`src/rtl/stm_gain_loader.sv`:
```
// -----------------------------------------------------------------------------
// stm_gain_loader
//
// Write-side loader for the gain-STM pattern memory. A START pulse in IDLE
// latches the target segment and the pattern count. The block then accepts a
// stream of (intensity, phase) pairs, one per transducer, and writes each one
// to the STM BRAM at {segment, pattern[12:0], transducer[7:0]}. This is the
// layout the stm gain read path uses, so loaded patterns read back unchanged.
//
// Ports
//   CLK, RST_N     clock, asynchronous active-low reset
//   START          begin a load (sampled only in IDLE)
//   SEGMENT        target segment, latched on an accepted START
//   CYCLE          number of patterns; 0 is ignored, values above 8192 clamp
//   DIN_VALID      input pair valid
//   DIN_READY      loader accepts the pair this cycle (combinational on MEM_BUSY)
//   INTENSITY_IN   intensity of the current transducer
//   PHASE_IN       phase of the current transducer
//   MEM_WE         BRAM write request
//   MEM_ADDR       BRAM write address
//   MEM_DATA       BRAM write data {intensity, phase}
//   MEM_BUSY       BRAM stall; a write completes when MEM_WE=1 and MEM_BUSY=0
//   BUSY           high while a load is in progress
//   DONE           one-cycle pulse after the final write completes
// -----------------------------------------------------------------------------
module stm_gain_loader #(
    parameter int DEPTH       = 249,
    parameter int CYCLE_WIDTH = 14
) (
    input  logic                   CLK,
    input  logic                   RST_N,
    input  logic                   START,
    input  logic                   SEGMENT,
    input  logic [CYCLE_WIDTH-1:0] CYCLE,
    input  logic                   DIN_VALID,
    output logic                   DIN_READY,
    input  logic [7:0]             INTENSITY_IN,
    input  logic [7:0]             PHASE_IN,
    output logic                   MEM_WE,
    output logic [21:0]            MEM_ADDR,
    output logic [15:0]            MEM_DATA,
    input  logic                   MEM_BUSY,
    output logic                   BUSY,
    output logic                   DONE
);

    // The clamp compare needs at least 14 bits so that 8192 is representable.
    localparam int             EXT_W     = (CYCLE_WIDTH > 14) ? CYCLE_WIDTH : 14;
    localparam logic [EXT_W-1:0] CYCLE_MAX = EXT_W'(32'd8192);
    localparam logic [7:0]     TR_LAST   = 8'(DEPTH - 1);

    typedef enum logic [1:0] {
        ST_IDLE  = 2'd0,
        ST_LOAD  = 2'd1,
        ST_DRAIN = 2'd2
    } state_t;

    state_t      state_r,  state_n_s;
    logic        seg_r,    seg_n_s;
    logic [13:0] cyc_r,    cyc_n_s;
    logic [12:0] pat_r,    pat_n_s;
    logic [7:0]  tr_r,     tr_n_s;
    logic        we_r,     we_n_s;
    logic [21:0] addr_r,   addr_n_s;
    logic [15:0] data_r,   data_n_s;
    logic        busy_r,   busy_n_s;
    logic        done_r,   done_n_s;

    logic [EXT_W-1:0] cycle_ext_s;
    logic [13:0]      cycle_clamp_s;
    logic             cycle_zero_s;
    logic             stall_s;
    logic             ready_s;
    logic             xfer_s;
    logic             last_s;

    assign cycle_ext_s   = EXT_W'(CYCLE);
    assign cycle_zero_s  = (cycle_ext_s == {EXT_W{1'b0}});
    assign cycle_clamp_s = (cycle_ext_s > CYCLE_MAX) ? 14'd8192 : cycle_ext_s[13:0];

    // A pending write held off by the BRAM blocks new input so the held
    // address/data cannot be overwritten.
    assign stall_s = we_r && MEM_BUSY;
    assign ready_s = (state_r == ST_LOAD) && !stall_s;
    assign xfer_s  = DIN_VALID && ready_s;
    assign last_s  = ({1'b0, pat_r} == (cyc_r - 14'd1)) && (tr_r == TR_LAST);

    // Next-state, counter and write-port logic.
    always_comb begin
        state_n_s = state_r;
        seg_n_s   = seg_r;
        cyc_n_s   = cyc_r;
        pat_n_s   = pat_r;
        tr_n_s    = tr_r;
        addr_n_s  = addr_r;
        data_n_s  = data_r;
        done_n_s  = 1'b0;

        // A completed write drops the request; a transfer below re-arms it.
        if (we_r && !MEM_BUSY) begin
            we_n_s = 1'b0;
        end else begin
            we_n_s = we_r;
        end

        case (state_r)
            ST_IDLE: begin
                if (START && !cycle_zero_s) begin
                    state_n_s = ST_LOAD;
                    seg_n_s   = SEGMENT;
                    cyc_n_s   = cycle_clamp_s;
                    pat_n_s   = 13'd0;
                    tr_n_s    = 8'd0;
                end else begin
                    state_n_s = ST_IDLE;
                end
            end
            ST_LOAD: begin
                if (xfer_s) begin
                    we_n_s   = 1'b1;
                    addr_n_s = {seg_r, pat_r, tr_r};
                    data_n_s = {INTENSITY_IN, PHASE_IN};
                    if (tr_r == TR_LAST) begin
                        tr_n_s  = 8'd0;
                        pat_n_s = pat_r + 13'd1;
                    end else begin
                        tr_n_s  = tr_r + 8'd1;
                    end
                    if (last_s) begin
                        state_n_s = ST_DRAIN;
                    end else begin
                        state_n_s = ST_LOAD;
                    end
                end else begin
                    state_n_s = ST_LOAD;
                end
            end
            ST_DRAIN: begin
                if (!stall_s) begin
                    state_n_s = ST_IDLE;
                    done_n_s  = 1'b1;
                end else begin
                    state_n_s = ST_DRAIN;
                end
            end
            default: begin
                state_n_s = ST_IDLE;
            end
        endcase

        busy_n_s = (state_n_s != ST_IDLE);
    end

    // State, counters and registered outputs.
    always_ff @(posedge CLK or negedge RST_N) begin
        if (!RST_N) begin
            state_r <= ST_IDLE;
            seg_r   <= 1'b0;
            cyc_r   <= 14'd0;
            pat_r   <= 13'd0;
            tr_r    <= 8'd0;
            we_r    <= 1'b0;
            addr_r  <= 22'd0;
            data_r  <= 16'd0;
            busy_r  <= 1'b0;
            done_r  <= 1'b0;
        end else begin
            state_r <= state_n_s;
            seg_r   <= seg_n_s;
            cyc_r   <= cyc_n_s;
            pat_r   <= pat_n_s;
            tr_r    <= tr_n_s;
            we_r    <= we_n_s;
            addr_r  <= addr_n_s;
            data_r  <= data_n_s;
            busy_r  <= busy_n_s;
            done_r  <= done_n_s;
        end
    end

    assign DIN_READY = ready_s;
    assign MEM_WE    = we_r;
    assign MEM_ADDR  = addr_r;
    assign MEM_DATA  = data_r;
    assign BUSY      = busy_r;
    assign DONE      = done_r;

endmodule

```
`config.mk`:
```
export PLATFORM = sky130hd
export DESIGN_NAME = stm_gain_loader
export DESIGN_NICKNAME = d
export VERILOG_FILES = /design/src/rtl/stm_gain_loader.sv
export SDC_FILE = /design/constraint.sdc
export NUM_CORES = 1
export LEC_CHECK = 0
export CORE_ASPECT_RATIO = 0.75
export CORE_MARGIN = 2
export CORE_UTILIZATION = 46
export DETAILED_ROUTE_END_ITERATION = 8
export PLACE_DENSITY = 0.78
export SLEW_MARGIN = 10
export SYNTH_ARGS = -nofsm -noshare
export SYNTH_HDL_FRONTEND = slang
export SYNTH_SLANG_ARGS = --single-unit
export TNS_END_PERCENT = 100
```
`constraint.sdc`:
```
create_clock -name CLK -period 2.2 [get_ports CLK]
set_input_delay 0.44 -clock CLK [delete_from_list [all_inputs] [get_ports CLK]]
set_output_delay 0.44 -clock CLK [all_outputs]
set_load 0.02 [all_outputs]
```
==> results by group <==
Synth
  – Synth Register Bits: roughly 80
  – Top_reg_cell synth: dfrtp_1
  – Synth unique cells: 48
  – Ys async rst share: 100%
  – Yosys warnings: 0
  – Largest cells by area after synthesis: dfrtp_1, nand2_1, o21ai_0, xor2_1, xnor2_1
  – Register area share after synthesis: 51.6%
  – Cell with the most instances after synthesis: nand2_1
  – Post-synth top area cell: dfrtp_1
  – Top cells by count, synth: nand2_1, dfrtp_1, o21ai_0
  – Syn Std Cell Area: 0.00383 sq mm
  – Cells after Synth: between 400 and 500
  – Share of the synthesized area in the top cell type: approximately 52%
  – Syn_area_per_cell: 8.88 sq um
  – Mapped Nets: around 470
  – Post-synth EDFFs: 0

CTS
  – Cts bufs inserted: 9
  – Root buffer cell: clkbuf_8
  – Sink Count: around 80
  – Cts hold-fix bufs: 0
  – Clk slew on worst S/H paths: 0.07 ns
  – Htree depth: 3
  – Worst-skew pair later-pin latency: roughly 0.34 ns
  – Clock Path Buffers: 2
  – CTS tree: done

Place
  – Dpl hpwl: approximately 6900 um
  – RePlAce Congestion: 0.844
  – IO Port Bufs: 77
  – Placed inst area: approximately 0.0049 sq mm
  – Post-Place Setup Slack: -0.182 ns

Route
  – DR vias: around 3400
  – Wire length per cell: between 10 and 15 um
  – Final antenna-violating net count: 0
  – Final WL: between 9000 and 10000 um
  – 1st-iter DRT viols: around 240
  – Detailed Routing Iterations Pass 1: 4
  – Vias per Instance: around 5.3
  – Post-route DRC: 0

Floorplan
  – Die ar.: 0.00908 sq mm
  – Starting Density: a little under half
  – Core Area: between 0.007 and 0.008 sq mm
  – IO Pins: approximately 80
  – Die Ht: 83.0 um
  – Site Rows: 28
  – Die width: approximately 110 um

Global routing
  – GRT met1 Usage: ~34%
  – Met3 usage: 6.59%
  – Initial antenna violation count: 0
  – First-pass GRT wire length: 15500 um
  – Tot GR Track Use: 21.5%
  – Grt total ovfl: 0
  – Vias in the first global route: 3195
  – Grt peak-use layer: met1
  – Met2 usage: roughly 30%
  – Largest net degree at the start of global routing: 45

Critical path
  – Worst path max stage delay: just under 0.4 ns
  – CP most frequent cell: buf_4
  – Critical path required time: ~2.4 ns
  – Reg2Reg Depth: 9
  – Crit. Startpoint: cyc_r[0]$_DFFE_PN0P_
  – CP max-delay cell: a2111oi_4
  – Critical path peak fanout: 4
  – CP Data Arrival Time: about 2.5 ns
  – CP Launch Type: flip-flop
  – Crit. End Element: flip-flop
  – CP Cell Sequence: buf_4 -> or2_4 -> buf_6 -> nor4_4 -> buf_4 -> mux2i_1 -> o31ai_2 -> a2111oi_4 -> o21ai_1
  – Reg2Reg Setup Slack: -0.05 ns
  – Setup CP Type: reg -> reg
  – R2R Path End: state_r[0]$_DFF_PN0_
  – Reg2reg start: cyc_r[0]$_DFFE_PN0P_

Timing
  – Hold Vio Cnt, Final: 0
  – Worst relative slew slack: 69.7%
  – Final Skew: approximately 0.012 ns
  – PnR worst setup slack: -0.0474 ns
  – Fin Hold WS: 0.0415 ns
  – RSZ-0062 raised after global routing: yes
  – # setup viols final: 1
  – Tmin final: around 2.2 ns
  – Fin crit share: 102%
  – Slew Limit Fails: 0
  – FMAX: between 0.4 and 0.5 GHz
  – Worst-margin pin slew: roughly 0.46 ns

Final layout
  – Area growth, synth to finish: 35.2%
  – Final Core Density: between 60% and 70%
  – Share of layout cells above drive strength 1: between 10% and 20%
  – Nets: ~570
  – Filler cells: 721
  – Final instance area: 0.00517 sq mm
  – Antenna Cells: 0

Outcome
  – Status: finished, violations left
  – Violated checks: negative setup slack

Power and ir drop
  – Pleak: 2.46 nW
  – PD cells: 656 mW/mm^2
  – Total power: between 0.003 and 0.004 W
  – Peak supply drop: 0.372 mV

Run
  – MaxCap Viol Count: 0

Hold path
  – Min-Delay Path Class: in -> async
[cell usage in the layout, fill, tap and decap left out, types with 2 or more instances in the layout]
master,netlist,layout
nand2_1,155,155
dfrtp_1,79,79
clkdlybuf4s50_1,0,75
buf_4,0,29
o21ai_0,21,21
nor2_1,16,16
nand3_1,14,14
xor2_1,12,12
nand3b_1,10,10
xnor2_1,9,9
clkbuf_8,0,9
or3_1,7,6
nor4_1,7,6
inv_1,5,5
nand2b_1,5,5
a21oi_1,5,5
and3_1,5,5
nand4_1,5,5
o31ai_1,6,5
nor3_1,4,4
a211oi_1,4,4
nor3b_1,4,3
nor2b_1,3,3
ha_1,4,3
or3_4,1,2
and3b_1,2,2
o31a_1,2,2
and4_1,2,2
and2_2,1,2
a2111oi_4,1,2
o22ai_1,2,2
bufinv_16,0,2
buf_12,0,2
buf_6,1,2
[per-layer routing]
layer	share of wire, %	routed length, um
met5	0	0
met4	1.0	95
met3	7.6	707
met2	42	3930
met1	49	4630
[cell families after synthesis]
| kind of cell | count (synthesis) | share of synthesized area [%] |
|---|---|---|
| xor+xnor | 21 | 4.80 |
| buf+inv | 27 | 2.84 |
| compound gates | 49 | 8.73 |
| mux | 2 | 0.556 |
| fa+ha+maj | 4 | 1.31 |
| simple gates | 249 | 30.1 |
| flops | 79 | 51.6 |
[through the flow]
| step | cells | TNS, ns |
|---|---|---|
| 6_report | 637 | -0.0474 |
| 3_5_place_dp | 622 | -3.04 |
| 2_1_floorplan | 431 | -0.0930 |
| 3_3_place_gp | 622 | -1.55 |
| 5_1_grt | 637 | -0.267 |
| 4_1_cts | 636 | -0.119 |
[state kept, by name, summed over array words and instances, names as in the netlist, 2 cells and up]
| register | flops |
|---|---|
| state_r | 2 |
| pat_r | 13 |
| tr_r | 8 |
| MEM_DATA | 16 |
| cyc_r | 14 |
| MEM_ADDR | 22 |
[worst max-delay path: cells and delay by family, from the launching register on]
| family | cells | cell delay, ns |
|---|---|---|
| mux | 1 | 0.22 |
| simple gates | 2 | 0.48 |
| compound gates | 3 | 0.62 |
| buf+inv | 3 | 0.44 |
| flops | 1 | 0.38 |
[power by group]
part	switching (W)	total, W	internal (W)
clock network	0.000499	0.00112	0.000625
logic	0.000314	0.000594	0.000281
registers	0.000108	0.00168	0.00157
total	0.000920	0.00340	0.00248
[cell type report]
class                      instances  area [sq um]  area share (%)
tap                              105           131            2.54
clock buffer                      10           128            2.47
multi-input combinational        325          1810            34.9
inverter                           5          18.8           0.363
sequential                        79          1980            38.2
timing repair buffer             109          1040            20.1
clock inverter                     4          72.6            1.40
[how the worst max path moves through the flow]
stage,slack [ns],endpoint
floorplan,-0.05,state_r[0]$_DFF_PN0_
global placement,-0.20,state_r[0]$_DFF_PN0_
detailed placement,-0.18,state_r[0]$_DFF_PN0_
CTS,-0.07,state_r[0]$_DFF_PN0_
global route,-0.17,state_r[0]$_DFF_PN0_
finish,-0.05,state_r[0]$_DFF_PN0_
[what timing repair did]
action / CTS / global route
resized for setup: 6 / 8
endpoints found under the hold margin: 0 / 0
setup buffers: 0 / 1
endpoints found under the setup margin: 3 / 5
pin swaps: 1 / 8
Note: power is estimated with default switching activity, not from simulation.
